$ cat src/rtl/dsp_div_pkg.sv
// rtl/dsp_div_pkg.sv - shared types and elaboration helpers for the fabric divider
package dsp_div_pkg;

  typedef enum logic [1:0] {
    IDLE,
    RUN,
    DONE
  } div_state_e;

  // Bits needed to count down from n-1 to 0.
  function automatic int count_width(input int n);
    return (n <= 2) ? 1 : $clog2(n);
  endfunction

  function automatic bit widths_ok(input int divisor_w, input int quotient_w, input int dividend_w);
    return dividend_w == divisor_w + quotient_w;
  endfunction

endpackage

$ cat src/rtl/dsp_div_step.sv
// rtl/dsp_div_step.sv - one combinational restoring-division step
module dsp_div_step #(
  parameter int WIDTH = 27
) (
  input  logic [WIDTH:0]   r,
  input  logic             bit_in,
  input  logic [WIDTH-1:0] divisor,
  output logic [WIDTH:0]   r_next,
  output logic             q_bit
);

  logic [WIDTH:0]   s;
  logic [WIDTH+1:0] t;

  always_comb begin
    s = {r[WIDTH-1:0], bit_in};
    t = {1'b0, s} - {2'b00, divisor};
    // A set r msb means the shifted value already exceeds any divisor.
    q_bit = r[WIDTH] | ~t[WIDTH+1];
    r_next = q_bit ? t[WIDTH:0] : s;
  end

endmodule

$ cat src/rtl/dsp_54by27u_div.sv
// rtl/dsp_54by27u_div.sv - sequential unsigned 54/27 restoring divider, one quotient bit per clock
module dsp_54by27u_div
  import dsp_div_pkg::*;
#(
  parameter int DIVISOR_WIDTH  = 27,
  parameter int QUOTIENT_WIDTH = 27,
  parameter int DIVIDEND_WIDTH = 54
) (
  input  logic                      clk,
  input  logic                      rst_n,
  input  logic                      in_valid,
  output logic                      in_ready,
  input  logic [DIVIDEND_WIDTH-1:0] dividend,
  input  logic [DIVISOR_WIDTH-1:0]  divisor,
  output logic                      out_valid,
  input  logic                      out_ready,
  output logic [QUOTIENT_WIDTH-1:0] quotient,
  output logic [DIVISOR_WIDTH-1:0]  remainder,
  output logic                      div_by_zero,
  output logic                      overflow
);

  localparam int CW = count_width(QUOTIENT_WIDTH);

  if (!widths_ok(DIVISOR_WIDTH, QUOTIENT_WIDTH, DIVIDEND_WIDTH)) begin : g_width_check
    $fatal(1, "dsp_54by27u_div: DIVIDEND_WIDTH must equal DIVISOR_WIDTH+QUOTIENT_WIDTH");
  end

  div_state_e state, state_next;

  logic [DIVISOR_WIDTH:0]    r_q;
  logic [QUOTIENT_WIDTH-1:0] q_q;
  logic [DIVISOR_WIDTH-1:0]  div_q;
  logic [CW-1:0]             cnt;

  logic [DIVISOR_WIDTH-1:0]  dividend_hi;
  logic                      accept;
  logic                      is_zero;
  logic                      is_ovf;
  logic [DIVISOR_WIDTH:0]    r_next;
  logic                      q_bit;
  logic [QUOTIENT_WIDTH-1:0] q_next;

  assign dividend_hi = dividend[DIVIDEND_WIDTH-1:QUOTIENT_WIDTH];
  assign is_zero     = (divisor == '0);
  assign is_ovf      = !is_zero && (dividend_hi >= divisor);
  assign q_next      = {q_q[QUOTIENT_WIDTH-2:0], q_bit};

  dsp_div_step #(
    .WIDTH(DIVISOR_WIDTH)
  ) u_step (
    .r      (r_q),
    .bit_in (q_q[QUOTIENT_WIDTH-1]),
    .divisor(div_q),
    .r_next (r_next),
    .q_bit  (q_bit)
  );

  always_ff @(posedge clk) begin
    if (!rst_n) state <= IDLE;
    else        state <= state_next;
  end

  always_comb begin
    state_next = state;
    in_ready   = rst_n & ((state == IDLE) | ((state == DONE) & out_ready));
    out_valid  = (state == DONE);
    accept     = in_valid & in_ready;
    case (state)
      IDLE: if (accept) state_next = (is_zero || is_ovf) ? DONE : RUN;
      RUN:  if (cnt == '0) state_next = DONE;
      DONE: begin
        if (out_ready) begin
          if (accept) state_next = (is_zero || is_ovf) ? DONE : RUN;
          else        state_next = IDLE;
        end
      end
      default: state_next = IDLE;
    endcase
  end

  // Result registers are separate from the working R/Q so outputs only move when a result lands.
  always_ff @(posedge clk) begin
    if (!rst_n) begin
      r_q         <= '0;
      q_q         <= '0;
      div_q       <= '0;
      cnt         <= '0;
      quotient    <= '0;
      remainder   <= '0;
      div_by_zero <= 1'b0;
      overflow    <= 1'b0;
    end else if (accept) begin
      if (is_zero || is_ovf) begin
        quotient    <= '1;
        remainder   <= '0;
        div_by_zero <= is_zero;
        overflow    <= is_ovf;
      end else begin
        r_q   <= {1'b0, dividend_hi};
        q_q   <= dividend[QUOTIENT_WIDTH-1:0];
        div_q <= divisor;
        cnt   <= CW'(QUOTIENT_WIDTH - 1);
      end
    end else if (state == RUN) begin
      r_q <= r_next;
      q_q <= q_next;
      cnt <= cnt - CW'(1);
      if (cnt == '0) begin
        quotient    <= q_next;
        remainder   <= r_next[DIVISOR_WIDTH-1:0];
        div_by_zero <= 1'b0;
        overflow    <= 1'b0;
      end
    end
  end

endmodule

$ cat config.mk
export PLATFORM = sky130hd
export DESIGN_NAME = dsp_54by27u_div
export DESIGN_NICKNAME = d
export VERILOG_FILES = /design/src/rtl/dsp_div_pkg.sv /design/src/rtl/dsp_div_step.sv /design/src/rtl/dsp_54by27u_div.sv
export SDC_FILE = /design/constraint.sdc
export NUM_CORES = 1
export LEC_CHECK = 0
export CORE_MARGIN = 5
export CORE_UTILIZATION = 50
export DETAILED_ROUTE_END_ITERATION = 10
export GPL_TIMING_DRIVEN = 0
export PLACE_DENSITY = 0.76
export SLEW_MARGIN = 10
export SYNTH_ARGS = -nofsm -noshare
export SYNTH_HDL_FRONTEND = slang
export SYNTH_HIERARCHICAL = 1
export SYNTH_SLANG_ARGS = --single-unit
$ cat constraint.sdc
create_clock -name clk -period 3.9 [get_ports clk]
set_input_delay 0.585 -clock clk [delete_from_list [all_inputs] [get_ports clk]]
set_output_delay 0.585 -clock clk [all_outputs]
set_load 0.01 [all_outputs]
==> results.ini <==
[status]
status = complete, no violations

[yosys]
yosysUniqueCellTypes = 72
ys_async_sr_fraction = 0
synth_flop_cell = dfxtp_1
seq_area_frac_synth = 0.3379
synth_seq_cells = 145
synth_nets = 1103
synth_cells = 961
yosysWarnings = 6
synth-edff-count = 0
syn_area_um2 = 8589
post_synth.cell_area_avg_um2 = 8.938

[die]
dieArea_um2 = 19900
boundaryPins = 143
start_util = 0.5036
core_um2 = 17060
dieHeight_um = 141.1
rows = 48
die_w_um = 141.1

[timing]
maxSlewViolCount = 0
finalCritPeriodShare = 0.9744
setup_viol = 0
worst_pin_slew_ns = 0.9631
period_minus_slack_ns = 3.800
finalHoldViolations = 0
fin_tns_setup_ns = 0
relSlewSlack = 0.3520
rsz0062_at_grt = no
clock_skew_ns = 0.01180
fmax_ghz = 0.2632

[clock_network]
ctsHoldBuffers = 0
clkSinkCount = 145
insertion_delay_ns = 0.43
clk_pin_slew_ns = 0.07
cts_max_level = 4
clock_path_buffers = 2
cts_buffers = 17
cts_root_buf = clkbuf_16
cts_tree = yes

[placement]
place_congestion = 0.9325
io_buffer_count = 142
dp.cells = 1328
dp_hpwl_um = 19760
placed_cell_area_um2 = 10290

[power_and_ir_drop]
power_mw = 5.810
pwr-share-seq = 0.303
ir_worst_vdd_v = 0.0003741
leakage_nw = 4.600
p_int_mw = 3.596
powerDensity_nw_per_um2 = 533.0
power.share.clock = 0.277
switching_share = 0.3811
p_switching_mw = 2.214
combPwrFrac = 0.420

[grt]
overflow = 0
grt_pass1_vias = 7984
grt_pass1_wl_um = 42150
antenna_found_initial = 1
grt_max_degree = 17
grt_usage = 0.2629

[critical_path]
rr_endpoint = remainder[10]
cp.arrival_ns = 4.10
crit_family = compound AO/OA/AOI/OAI gates
crit_buf_inv = 4
worstPathRequired_ns = 4.20
timing.rr.start = q_q[26]
cp-start-kind = flop
crit_type = reg -> reg
endpoint = remainder[10]
critPathCaptureType = flop
crit_fanout = 10
path_depth = 15
rr_worst_depth = 15
cp_slowest_stage_delay_ns = 0.45
worst-r2r-setup-slack_ns = 0.1
cp_cell_sequence = inv_1 > ha_1 > fa_1 > nand2b_1 > a21oi_2 > o21ai_0 > a2111oi_2 > o21ai_2 > o21ai_4 > buf_4 > buf_6 > buf_2 > a21oi_1 > a22oi_1 > o2bb2ai_1
setup.worst_path.start = q_q[26]
slowest_stage = a2111oi_2

[cells_and_area]
syn_to_final_growth_pct = 26.92
layout.nets = 1268
fin_util = 0.6392
final_cell_count_no_fill = 1364
stdcell_area_um2 = 10900
drive_above_1_share = 0.09921
n_antenna_cell = 0

[hold_path]
hold_path_class = reg -> reg

[routing]
drt_iter0_markers = 673
wl_um = 26710
vias = 8187
detail-route-antenna-nets = 0
vias_per_cell = 6.002
wire_per_inst_um = 19.58
dr.pass1.iters = 6
drc = 0

[flow_run]
drv_cap = 0

stage by stage:
step	hold WS, ns	worst slack (ns)
2_1_floorplan	0.4381	0.9854
3_3_place_gp	0.4464	0.1587
3_5_place_dp	0.4539	0.08927
4_1_cts	0.4626	0.02923
5_1_grt	0.4846	0.0002762
6_report	0.4615	0.09990
cell families after synthesis:
family,Yosys count,synth area share
buf+inv,141,0.07531
compound gates,283,0.2536
mux,84,0.09862
xor+xnor,27,0.02753
simple gates,224,0.1231
flops,145,0.3379
fa+ha+maj,57,0.08390
power groups by stage:
stage | Combinational (mW) | Sequential, mW | Clock (mW)
2_1_floorplan | 1.63 | 1.78 | 0
3_5_place_dp | 2.31 | 1.78 | 0
6_report | 2.44 | 1.76 | 1.61
5_1_grt | 2.63 | 1.78 | 1.68
4_1_cts | 2.34 | 1.75 | 1.63
3_3_place_gp | 2.28 | 1.78 | 0
registers in the layout (all words and copies together) (netlist names):
register,cells
overflow,1
div_by_zero,1
q_q,27
r_q,28
div_q,27
quotient,27
cnt,5
remainder,27
state,2
worst min path at each step:
stage	startpoint	slack (ns)	depth (start not counted)	end
floorplan	div_q[10]	0.44	2	div_q[10]
global placement	div_q[22]	0.45	2	div_q[22]
detailed placement	div_q[25]	0.45	2	div_q[25]
CTS	div_q[25]	0.46	2	div_q[25]
global route	div_q[17]	0.48	2	div_q[17]
finish	div_q[23]	0.46	2	div_q[23]
synth_stat cells, types with 13 or more instances:
cell	n	area, um2
dfxtp_1	145	2903
o2bb2ai_1	27	236.5
o21ai_0	17	85.08
inv_1	67	251.5
nand3_1	13	65.06
ha_1	56	700.7
nand2_1	53	198.9
mux2i_1	79	790.8
a22oi_1	28	210.2
a221oi_1	55	481.7
nand4_1	16	100.1
xnor2_1	16	140.1
o221a_2	19	214.0
buf_2	19	95.09
clkbuf_1	38	142.6
nor2_1	98	367.9
a21oi_1	70	350.3
worst min-delay path, cell delays in order, from the launching register on:
cell and delay, ns:
dfxtp_1 0.31, nand2_1 0.05, mux2i_1 0.05
cells in the final DEF (no fill, tap or decap), types with 9 or more instances in the layout:
cell type / synthesis / final
a21o_1: 9 / 9
a21oi_1: 70 / 68
a221oi_1: 55 / 55
a22oi_1: 28 / 28
buf_2: 19 / 18
buf_6: 10 / 10
clkbuf_1: 38 / 40
clkbuf_16: 0 / 17
clkdlybuf4s50_1: 0 / 142
dfxtp_1: 145 / 145
ha_1: 56 / 56
inv_1: 67 / 67
mux2i_1: 79 / 79
nand2_1: 53 / 53
nand3_1: 13 / 13
nand4_1: 16 / 16
nor2_1: 98 / 98
nor4_1: 10 / 10
o21ai_0: 17 / 17
o221a_2: 19 / 19
o2bb2ai_1: 27 / 27
xnor2_1: 16 / 16
xor2_1: 11 / 11
routing by layer:
layer	GRT usage	up-vias	share of wire
met4	0.07598	0	0.018
li1	-	3910	-
met5	0	-	0
met3	0.05665	39	0.071
met2	0.4121	320	0.45
met1	0.3649	3918	0.46
repair_timing:
item | 4_1_cts | 5_1_grt
endpoints found under the setup margin | 0 | 16
gates resized for setup | 0 | 3
setup buffers | 0 | 4
layout make-up:
| type | instances | area (um2) |
|---|---|---|
| Clock inverter | 12 | 122.6 |
| Tap cell | 225 | 281.5 |
| Sequential cell | 145 | 2903 |
| Inverter | 68 | 255.2 |
| Multi-Input combinational cell | 675 | 5047 |
| Fill cell | 1508 | 6155 |
| Timing Repair Buffer | 146 | 1451 |
| Clock buffer | 20 | 446.7 |
| Buffer | 73 | 394.1 |
No activity file was read; power rests on OpenSTA's default activity.
